<file path="config.mk">
export PLATFORM = sky130hd
export DESIGN_NAME = pipe_stall_ctrl
export DESIGN_NICKNAME = d
export VERILOG_FILES = /design/src/rtl/pipe_stall_ctrl.sv
export SDC_FILE = /design/constraint.sdc
export NUM_CORES = 1
export LEC_CHECK = 0
export CORE_ASPECT_RATIO = 1.2
export CORE_MARGIN = 8
export CORE_UTILIZATION = 33
export DETAILED_ROUTE_END_ITERATION = 10
export SYNTH_ARGS = -nofsm -noshare
export SYNTH_HDL_FRONTEND = slang
export SYNTH_SLANG_ARGS = --single-unit
</file>
<file path="constraint.sdc">
create_clock -name clk -period 1.93 [get_ports clk]
set_input_delay 0.2895 -clock clk [delete_from_list [all_inputs] [get_ports clk]]
set_output_delay 0.2895 -clock clk [all_outputs]
set_load 0.02 [all_outputs]
</file>
<file path="src/rtl/pipe_stall_ctrl.sv">
// Stall/flush sequencer for the 5-stage RV32I pipeline.
// Merges hazard, redirect, fetch and data-memory status into per-stage holds.
module pipe_stall_ctrl #(
    parameter int CNT_WIDTH   = 16,
    parameter int TO_WIDTH    = 8,
    parameter int MEM_TIMEOUT = 200
) (
    input  logic                 clk,
    input  logic                 rst,
    input  logic                 ld_use_hazard,
    input  logic                 br_taken,
    input  logic                 imem_valid,
    input  logic                 dmem_busy,
    output logic                 pc_write,
    output logic                 if_id_write,
    output logic                 if_id_flush,
    output logic                 id_ex_write,
    output logic                 id_ex_flush,
    output logic                 ex_mem_write,
    output logic                 mem_wb_flush,
    output logic                 fetch_kill,
    output logic [CNT_WIDTH-1:0] stall_cnt,
    output logic                 timeout_err
);

    typedef enum logic [1:0] {
        RUN        = 2'd0,
        MEM_WAIT   = 2'd1,
        REDIR_KILL = 2'd2
    } state_t;

    localparam logic [TO_WIDTH-1:0] TO_LAST = TO_WIDTH'(MEM_TIMEOUT - 1);

    state_t              state;
    state_t              state_nxt;
    logic                kill_pending;
    logic                kill_pending_nxt;
    logic [TO_WIDTH-1:0] mem_wait_cnt;

    always_comb begin
        pc_write     = 1'b1;
        if_id_write  = 1'b1;
        if_id_flush  = 1'b0;
        id_ex_write  = 1'b1;
        id_ex_flush  = 1'b0;
        ex_mem_write = 1'b1;
        mem_wb_flush = 1'b0;
        fetch_kill   = (state == REDIR_KILL) && imem_valid;
        if (dmem_busy) begin
            pc_write     = 1'b0;
            if_id_write  = 1'b0;
            id_ex_write  = 1'b0;
            ex_mem_write = 1'b0;
            mem_wb_flush = 1'b1;
        end else if (br_taken) begin
            if_id_flush = 1'b1;
            id_ex_flush = 1'b1;
        end else if (ld_use_hazard) begin
            pc_write    = 1'b0;
            if_id_write = 1'b0;
            id_ex_flush = 1'b1;
        end else if (!imem_valid || fetch_kill) begin
            pc_write    = 1'b0;
            if_id_flush = 1'b1;
        end
    end

    // A redirect with no response yet leaves one stale fetch in flight.
    always_comb begin
        state_nxt        = state;
        kill_pending_nxt = kill_pending;
        case (state)
            RUN: begin
                if (dmem_busy) begin
                    state_nxt        = MEM_WAIT;
                    kill_pending_nxt = 1'b0;
                end else if (br_taken && !imem_valid) begin
                    state_nxt = REDIR_KILL;
                end
            end
            MEM_WAIT: begin
                if (!dmem_busy) begin
                    kill_pending_nxt = 1'b0;
                    if (kill_pending || (br_taken && !imem_valid))
                        state_nxt = REDIR_KILL;
                    else
                        state_nxt = RUN;
                end
            end
            REDIR_KILL: begin
                if (dmem_busy) begin
                    state_nxt        = MEM_WAIT;
                    kill_pending_nxt = 1'b1;
                end else if (imem_valid) begin
                    state_nxt = RUN;
                end
            end
            default: begin
                state_nxt        = RUN;
                kill_pending_nxt = 1'b0;
            end
        endcase
    end

    always_ff @(posedge clk) begin
        if (rst) begin
            state        <= RUN;
            kill_pending <= 1'b0;
            mem_wait_cnt <= '0;
            stall_cnt    <= '0;
            timeout_err  <= 1'b0;
        end else begin
            state        <= state_nxt;
            kill_pending <= kill_pending_nxt;
            if (!dmem_busy)
                mem_wait_cnt <= '0;
            else if (!(&mem_wait_cnt))
                mem_wait_cnt <= mem_wait_cnt + 1'b1;
            if (dmem_busy && (mem_wait_cnt == TO_LAST))
                timeout_err <= 1'b1;
            if (!pc_write && !(&stall_cnt))
                stall_cnt <= stall_cnt + 1'b1;
        end
    end

endmodule
</file>
# --- Yosys cells after proc, flatten, opt, wreduce, memory -nomap -nowiden ---
# Index checks and enable logic that the tools add are counted.
classes:
  addsub: 2
  eq_ne: 8
  muxes: 27
  n_bitwise: 1
  n_reduce_logical: 15
ops:
  columns: ["cell", "n"]
  rows:
  - ["$mux 1", 19]
  - ["$add 16x1->16 const B", 1]
  - ["$reduce_and 16->1", 1]
  - ["$mux 2", 6]
  - ["$add 8x1->8 const B", 1]
  - ["$eq 8x8->1 const B", 1]
  - ["$reduce_and 8->1", 1]
  - ["$ne 2x2->1 const B", 3]
  - ["$ne 3x3->1 const B", 2]
  - ["$pmux 2 s3", 1]
  - ["$reduce_and 3->1", 2]
  - ["$logic_and 1x1->1", 4]
  - ["$logic_not 1->1", 3]
  - ["$pmux 1 s3", 1]
  - ["$eq 2x1->1 const B", 1]
  - ["$eq 2x2->1 const B", 1]
  - ["$logic_not 2->1", 1]
  - ["$logic_or 1x1->1", 2]
  - ["$reduce_or 2->1", 1]
  - ["$not 1->1", 1]
totals:
  ff_bits: 28
  in_bits: 6
  output_inout_bits: 25
  elab_cells: 58

# --- Logic depth before layout (Yosys ltp) ---
# Gate-level depths: netlist of run 1.
depth:
  depth_word: 9
  ltp_mapped: 6
  depth_no_buf: 6

# --- Worst setup path before layout of run 1 ---
# No wires, ideal clock.
synth_timing:
  kind: "register to register"
  startpoint: "reg stall_cnt[4]"
  endpoint: "reg stall_cnt[1]"
  setup_ns: 0.128
  arrival_time_ns: 1.657
  t_required_ns: 1.802
  setup_slack_ns: 0.146
  path_stages_with_launch: 7
  n_path_buf: 1
  period_less_slack_ns: 1.784
  cell_sequence: "dfxtp_1 nand4_2 or3_4 o22ai_4 buf_6 mux2i_1 nor2_1"
synth_via:
  elab_chain_len: 3
synth_lines:
  columns: ["item", "line_no", "source"]
  rows:
  - ["start: declaration", "22", "output logic [CNT_WIDTH-1:0] stall_cnt,"]
  - ["start signal: assignment", "122", "stall_cnt <= stall_cnt + 1'b1;"]
  - ["$reduce_and 16->1", "121", "if (!pc_write && !(&stall_cnt))"]
  - ["$logic_not 1->1", "121", null]
  - ["$logic_and 1x1->1", "121", null]
# No other way between the ends.
# A chain may end at the register's enable or synchronous reset.

# --- Worst setup path in the final report of run 1 ---
layout_timing:
  startpoint: "in dmem_busy"
  endpoint: "out mem_wb_flush"
layout_via:
  elab_chain_len: 1
layout_lines:
  columns: ["item", "line_no", "source"]
  rows:
  - ["start: declaration", "13", "input logic dmem_busy,"]
  - ["$mux 1", "49", "if (dmem_busy) begin"]
  - ["end: declaration", "20", "output logic mem_wb_flush,"]
# No other way between the ends.

==> results of run 1 <==
## layout make-up
type	instances	area, sq um	share of cell area [%]
multi-input cells	123	777.0	40.35
flip-flops and latches	28	560.5	29.11
repair buffers	48	450.4	23.39
well taps	56	70.07	3.639
clock buffers	3	41.29	2.144
inverters	7	26.28	1.365
## worst max-delay path: stages
cell             delay, ns
clkdlybuf4s50_1       0.51
buf_4                 0.16
clkdlybuf4s50_1       0.60
## logic make-up after synthesis
group                    after synthesis  synth area share [%]
AO/OA/AOI/OAI                         42                 19.59
XOR/XNOR                               5                 3.103
adder cells (fa/ha/maj)                2                 1.773
buffers and inverters                 15                 5.230
flip-flops                            28                 39.72
multiplexers                           5                 3.635
AND/OR/NAND/NOR                       69                 26.95
## where the power goes
group          switching [uW]  internal [uW]
sequential               10.7            588
clock                     170            140
combinational            72.8           68.7
total                     254            797
## sequential cells by signal, indices dropped and copies added, names as in the netlist
register      flops
state             2
mem_wait_cnt      8
timeout_err       1
kill_pending      1
stall_cnt        16
## stage by stage
stage	setup TNS, ns	setup WS (ns)	area [sq um]
3_5_place_dp	-0.1540	-0.09728	1862
5_1_grt	0	0.02317	1926
4_1_cts	0	0.01147	1898
6_report	0	0.06677	1926
3_3_place_gp	-0.08371	-0.05889	1862
2_1_floorplan	0	0.1458	1411
## cells in the final DEF, fill, tap and decap left out, drive strengths merged, types with 7 or more instances in the layout
master         netlist  layout
dfxtp               28      28
clkdlybuf4s50        0      23
nor2                19      19
buf                  6      18
a21oi               15      15
o21ai               10      10
nand3                9       9
or3                  9       9
nand2                8       8
inv                  7       7
## layer usage
layer / vias up / share of wire, % / track usage, % / routed length [microns]
met5: - / 0 / 0 / 0
met4: 0 / 1.8 / 5.254 / 61
met3: 4 / 3.8 / 2.176 / 132
met2: 18 / 53 / 20.61 / 1823
met1: 628 / 41 / 11.03 / 1412
li1: 696 / - / - / -
## path summary, 6_finish.rpt
check                                                from                   endpoint  slack (ns)
worst min-delay path             timeout_err$_SDFFE_PP0P_   timeout_err$_SDFFE_PP0P_        0.48
worst min register to register   timeout_err$_SDFFE_PP0P_   timeout_err$_SDFFE_PP0P_        0.48
worst max-delay path                            dmem_busy               mem_wb_flush        0.07
worst max register to register  stall_cnt[6]$_SDFFE_PP0P_  stall_cnt[1]$_SDFFE_PP0P_        0.19
## repair_timing
action	4_1_cts	5_1_grt
setup endpoints to repair	4	10
buffers inserted	0	1
gates resized for setup	4	3
pin swaps	0	1
hold buffers	0	0
==> results.json, run 1 <==
{
  "vias_per_cell": 5.079,
  "ys_ff_latch": 28,
  "slew_headroom_pct": 78.22,
  "die_w_microns": 75.70,
  "worstMarginPinSlew_ns": 0.3267,
  "peakVddDrop_mv": 0.3326,
  "maxCapViolCount": 0,
  "synth_most_common_cell": "dfxtp_1",
  "critical_path_class": "input pin to output pin",
  "power-per-cell-area_nw_per_um2": 545.8,
  "finalHoldViolations": 0,
  "gp_congestion": 0.8012,
  "asyncSetResetFlopFracSynth_pct": 0,
  "drt-pass1-iter-count": 4,
  "syn_area_per_cell_sq_um": 8.502,
  "fin_hold_ws_ns": 0.4783,
  "clockBufferDepth": 2,
  "r2r_cells": 6,
  "die_y_microns": 87.64,
  "grt_max_degree": 19,
  "ant_nets": 0,
  "finClkSkew_ns": 0.003144,
  "yosys_warnings": 0,
  "port_buffers": 30,
  "synth_largest_area_cell": "dfxtp_1",
  "fillCellCount": 419,
  "drt-total-wl_microns": 3430,
  "max_freq_mhz": 536.7,
  "cts_buffers": 3,
  "synth_edf_count": 0,
  "grt_first_pass_wirelength_microns": 5747,
  "root_buffer": "clkbuf_8",
  "rsz0062_at_grt": "no",
  "synthDistinctLibCells": 47,
  "h-tree-depth": 1,
  "post-route-period-util_pct": 96.54,
  "dp_hpwl_microns": 2731,
  "instances_no_fill": 265,
  "pin_count": 31,
  "clkSlewWorstSetupHoldPaths_ns": 0.09,
  "syn-cell-area_sq_um": 1411,
  "synth_nets": 174,
  "critPathMaxFanout": 4,
  "yosys-top-cells-count": "dfxtp_1 (28), nor2_1 (19), a21oi_1 (15), nand3_1 (9), o21ai_0 (9)",
  "nNetsFinal": 219,
  "synthFlopType": "dfxtp_1",
  "cp-start-kind": "input pin",
  "cts_tree": "built",
  "synthCells": 166,
  "grt-ovfl-total": 0,
  "end_kind": "output pin",
  "clock_latency_ns": 0.27,
  "fin_util_pct": 45.89,
  "clkSinkCount": 28,
  "antenna_found_initial": 0,
  "antenna_cells": 0,
  "wl_per_cell_microns": 12.94,
  "ys_top_cells_by_area": "dfxtp_1 (40%), a21oi_1 (5.3%), nor2_1 (5.1%)",
  "leakage_uw": 0.0007542,
  "hp-class": "flip-flop to flip-flop",
  "grt_pass1_vias": 1323,
  "setup_viol": 0,
  "drc": 0,
  "cp.required_ns": 1.64,
  "dpl.cell_count": 261,
  "vias": 1346,
  "rows": 26,
  "start_util_pct": 33.63,
  "grt_usage_pct": 11.00,
  "outcome": "finished clean",
  "core_area_sq_um": 4197,
  "drtIter0Drc": 68,
  "synth_top_area_share_pct": 39.72,
  "p_total_uw": 1051,
  "area_growth_pct": 36.44,
  "hold_depth": 2,
  "arrival_ns": 1.57,
  "dieArea_sq_um": 6634,
  "ys_seq_area_share_pct": 39.72,
  "drive_gt1_share_pct": 13.88,
  "slew_viol_final": 0,
  "min_period_ns": 1.863
}
Power figures use the tool's default switching activity.
==> inputs of run 2 (changes only) <==
--- a/config.mk
+++ b/config.mk
@@ -9,6 +9,7 @@
 export CORE_MARGIN = 8
 export CORE_UTILIZATION = 33
 export DETAILED_ROUTE_END_ITERATION = 10
+export HOLD_SLACK_MARGIN = 0.08
 export SYNTH_ARGS = -nofsm -noshare
 export SYNTH_HDL_FRONTEND = slang
 export SYNTH_SLANG_ARGS = --single-unit
==> constraint.sdc (replaced) <==
create_clock -name clk -period 1.93 [get_ports clk]
set_input_delay 0.2895 -clock clk [delete_from_list [all_inputs] [get_ports clk]]
set_output_delay 0.2895 -clock clk [all_outputs]
set_load 0.005 [all_outputs]
==> results.json, run 2 (synthesis gave the netlist of run 1 again) <==
{
  "outcome": "finished clean",
  "nNetsFinal": 215,
  "grt_pass1_vias": 1388,
  "clock_latency_ns": 0.27,
  "die_w_microns": 75.70,
  "pwr-share-comb_pct": 12.2,
  "antenna_cells": 0,
  "dp_hpwl_microns": 2825,
  "hp-class": "flip-flop to flip-flop",
  "pin_count": 31,
  "r2r_cells": 6,
  "r2r_end": "stall_cnt[10]$_SDFFE_PP0P_",
  "ant_nets": 0,
  "worstHoldStart": "timeout_err$_SDFFE_PP0P_",
  "rows": 26,
  "slew_viol_final": 0,
  "wl_per_cell_microns": 13.68,
  "dieArea_sq_um": 6634,
  "leakage_uw": 0.0007046,
  "critical_path_class": "input pin to output pin",
  "critPathMaxFanout": 5,
  "vias_per_cell": 5.215,
  "core_area_sq_um": 4197,
  "drive_gt1_share_pct": 13.17,
  "p_int_uw": 797.6,
  "grt_first_pass_wirelength_microns": 6023,
  "grt_usage_pct": 11.41,
  "end_kind": "output pin",
  "max_freq_mhz": 524.5,
  "largest-register": "stall_cnt",
  "h-tree-depth": 1,
  "hold_path_end": "timeout_err$_SDFFE_PP0P_",
  "arrival_ns": 1.62,
  "peakVddDrop_mv": 0.2898,
  "power_frac_seq_pct": 57.9,
  "drt-pass1-iter-count": 4,
  "cp.required_ns": 1.64,
  "vias": 1361,
  "finClkSkew_ns": 0.002259,
  "p_switching_uw": 239.0,
  "min_period_ns": 1.907,
  "hold_depth": 2,
  "root_buffer": "clkbuf_8",
  "regToRegSetupSlack_ns": 0.21,
  "gp_congestion": 0.8301,
  "start_util_pct": 33.63,
  "area_growth_pct": 35.11,
  "power-per-cell-area_nw_per_um2": 543.6,
  "largest_registers": "stall_cnt: 16 flops, mem_wait_cnt: 8 flops, state: 2 flops",
  "clkSinkCount": 28,
  "post-route-period-util_pct": 98.79,
  "drtIter0Drc": 75,
  "reg2reg_from": "stall_cnt[0]$_SDFFE_PP0P_",
  "wl_met1_microns": 1482,
  "slew_headroom_pct": 76.52,
  "cp-start-kind": "input pin",
  "fin_hold_ws_ns": 0.4878,
  "dr_wl_met3_microns": 149,
  "clockBufferDepth": 2,
  "die_y_microns": 87.64,
  "final_common_cell": "clkdlybuf4s50_1",
  "maxCapViolCount": 0,
  "clkSlewWorstSetupHoldPaths_ns": 0.09,
  "route.met2.wl_microns": 1917,
  "grt_max_degree": 19,
  "maxUsedRoutingLayer": "met4",
  "rsz0062_at_grt": "yes",
  "worstMarginPinSlew_ns": 0.3522,
  "finalHoldViolations": 0,
  "antenna_found_initial": 0,
  "drt-total-wl_microns": 3571,
  "drc": 0,
  "final_cell_mix": "clkdlybuf4s50_1 (29), dfxtp_1 (28), nor2_1 (19)",
  "p_sw_share_pct": 23.06,
  "cts_buffers": 3,
  "port_buffers": 30,
  "cts_tree": "built",
  "setup_viol": 0,
  "largest_reg_flops": 16,
  "grt-ovfl-total": 0,
  "fin_util_pct": 45.44,
  "p_clk_share_pct": 30.0
}
==> run 2: cell types whose count changed in the layout (fill, tap and decap cells not counted), sizes merged <==
cell,previous run,this run
buf,18,14
clkdlybuf4s50,23,29
dlymetal6s2s,3,1
dlygate4sd2,4,0
==> run 2: critical path: stages <==
cell	delay, ns
clkdlybuf4s50_1	0.57
a31oi_2	0.12
nor2_1	0.12
clkdlybuf4s50_1	0.51
==> run 2: repair_timing <==
| action | 4_1_cts | 5_1_grt |
|---|---|---|
| buffers inserted | 0 | 1 |
| gates resized for setup | 1 | 3 |
| hold buffers | 0 | 0 |
| hold endpoints to repair | 0 | 0 |
| pin swaps | 0 | 1 |
| setup endpoints to repair | 1 | 4 |
==> run 2: layer usage <==
metal,up-vias,global-route usage (%)
met5,-,0
met1,655,11.57
met4,0,5.079
met2,20,21.48
li1,684,-
met3,2,2.176
==> run 2: final cells by class <==
cell class	instances	area (sq um)
clock buffer	3	41.29
timing repair buffer	44	420.4
multi-input combinational	123	788.3
fill	406	2290
tap	56	70.07
inverter	7	26.28
sequential	28	560.5
==> run 2: stage by stage <==
stage	total power (uW)	TNS [ns]	setup WS [ns]	instance area [sq um]	std cells
finish	1037	0	0.02341	1907	261
global route	1090	-0.009892	-0.009892	1907	261
CTS	1042	0	0.005671	1876	260
detailed placement	732.2	-0.004634	-0.004634	1832	257
global placement	727.5	0	0.03624	1832	257
floorplan	670.7	0	0.2792	1411	166
==> run 2: how the worst max path moves through the flow <==
stage,from,end,slack [ns]
floorplan,stall_cnt[4]$_SDFFE_PP0P_,stall_cnt[1]$_SDFFE_PP0P_,0.28
global placement,ld_use_hazard,stall_cnt[7]$_SDFFE_PP0P_,0.04
detailed placement,br_taken,if_id_flush,-0.005
CTS,br_taken,if_id_flush,0.006
global route,br_taken,if_id_flush,-0.01
finish,imem_valid,pc_write,0.02
==> run 2: power groups by stage <==
stage / logic (uW) / registers [uW] / clock network, uW
2_1_floorplan: 59.1 / 612 / 0
6_report: 126 / 600 / 311
3_3_place_gp: 116 / 612 / 0
5_1_grt: 137 / 602 / 351
3_5_place_dp: 119 / 613 / 0
4_1_cts: 120 / 599 / 322
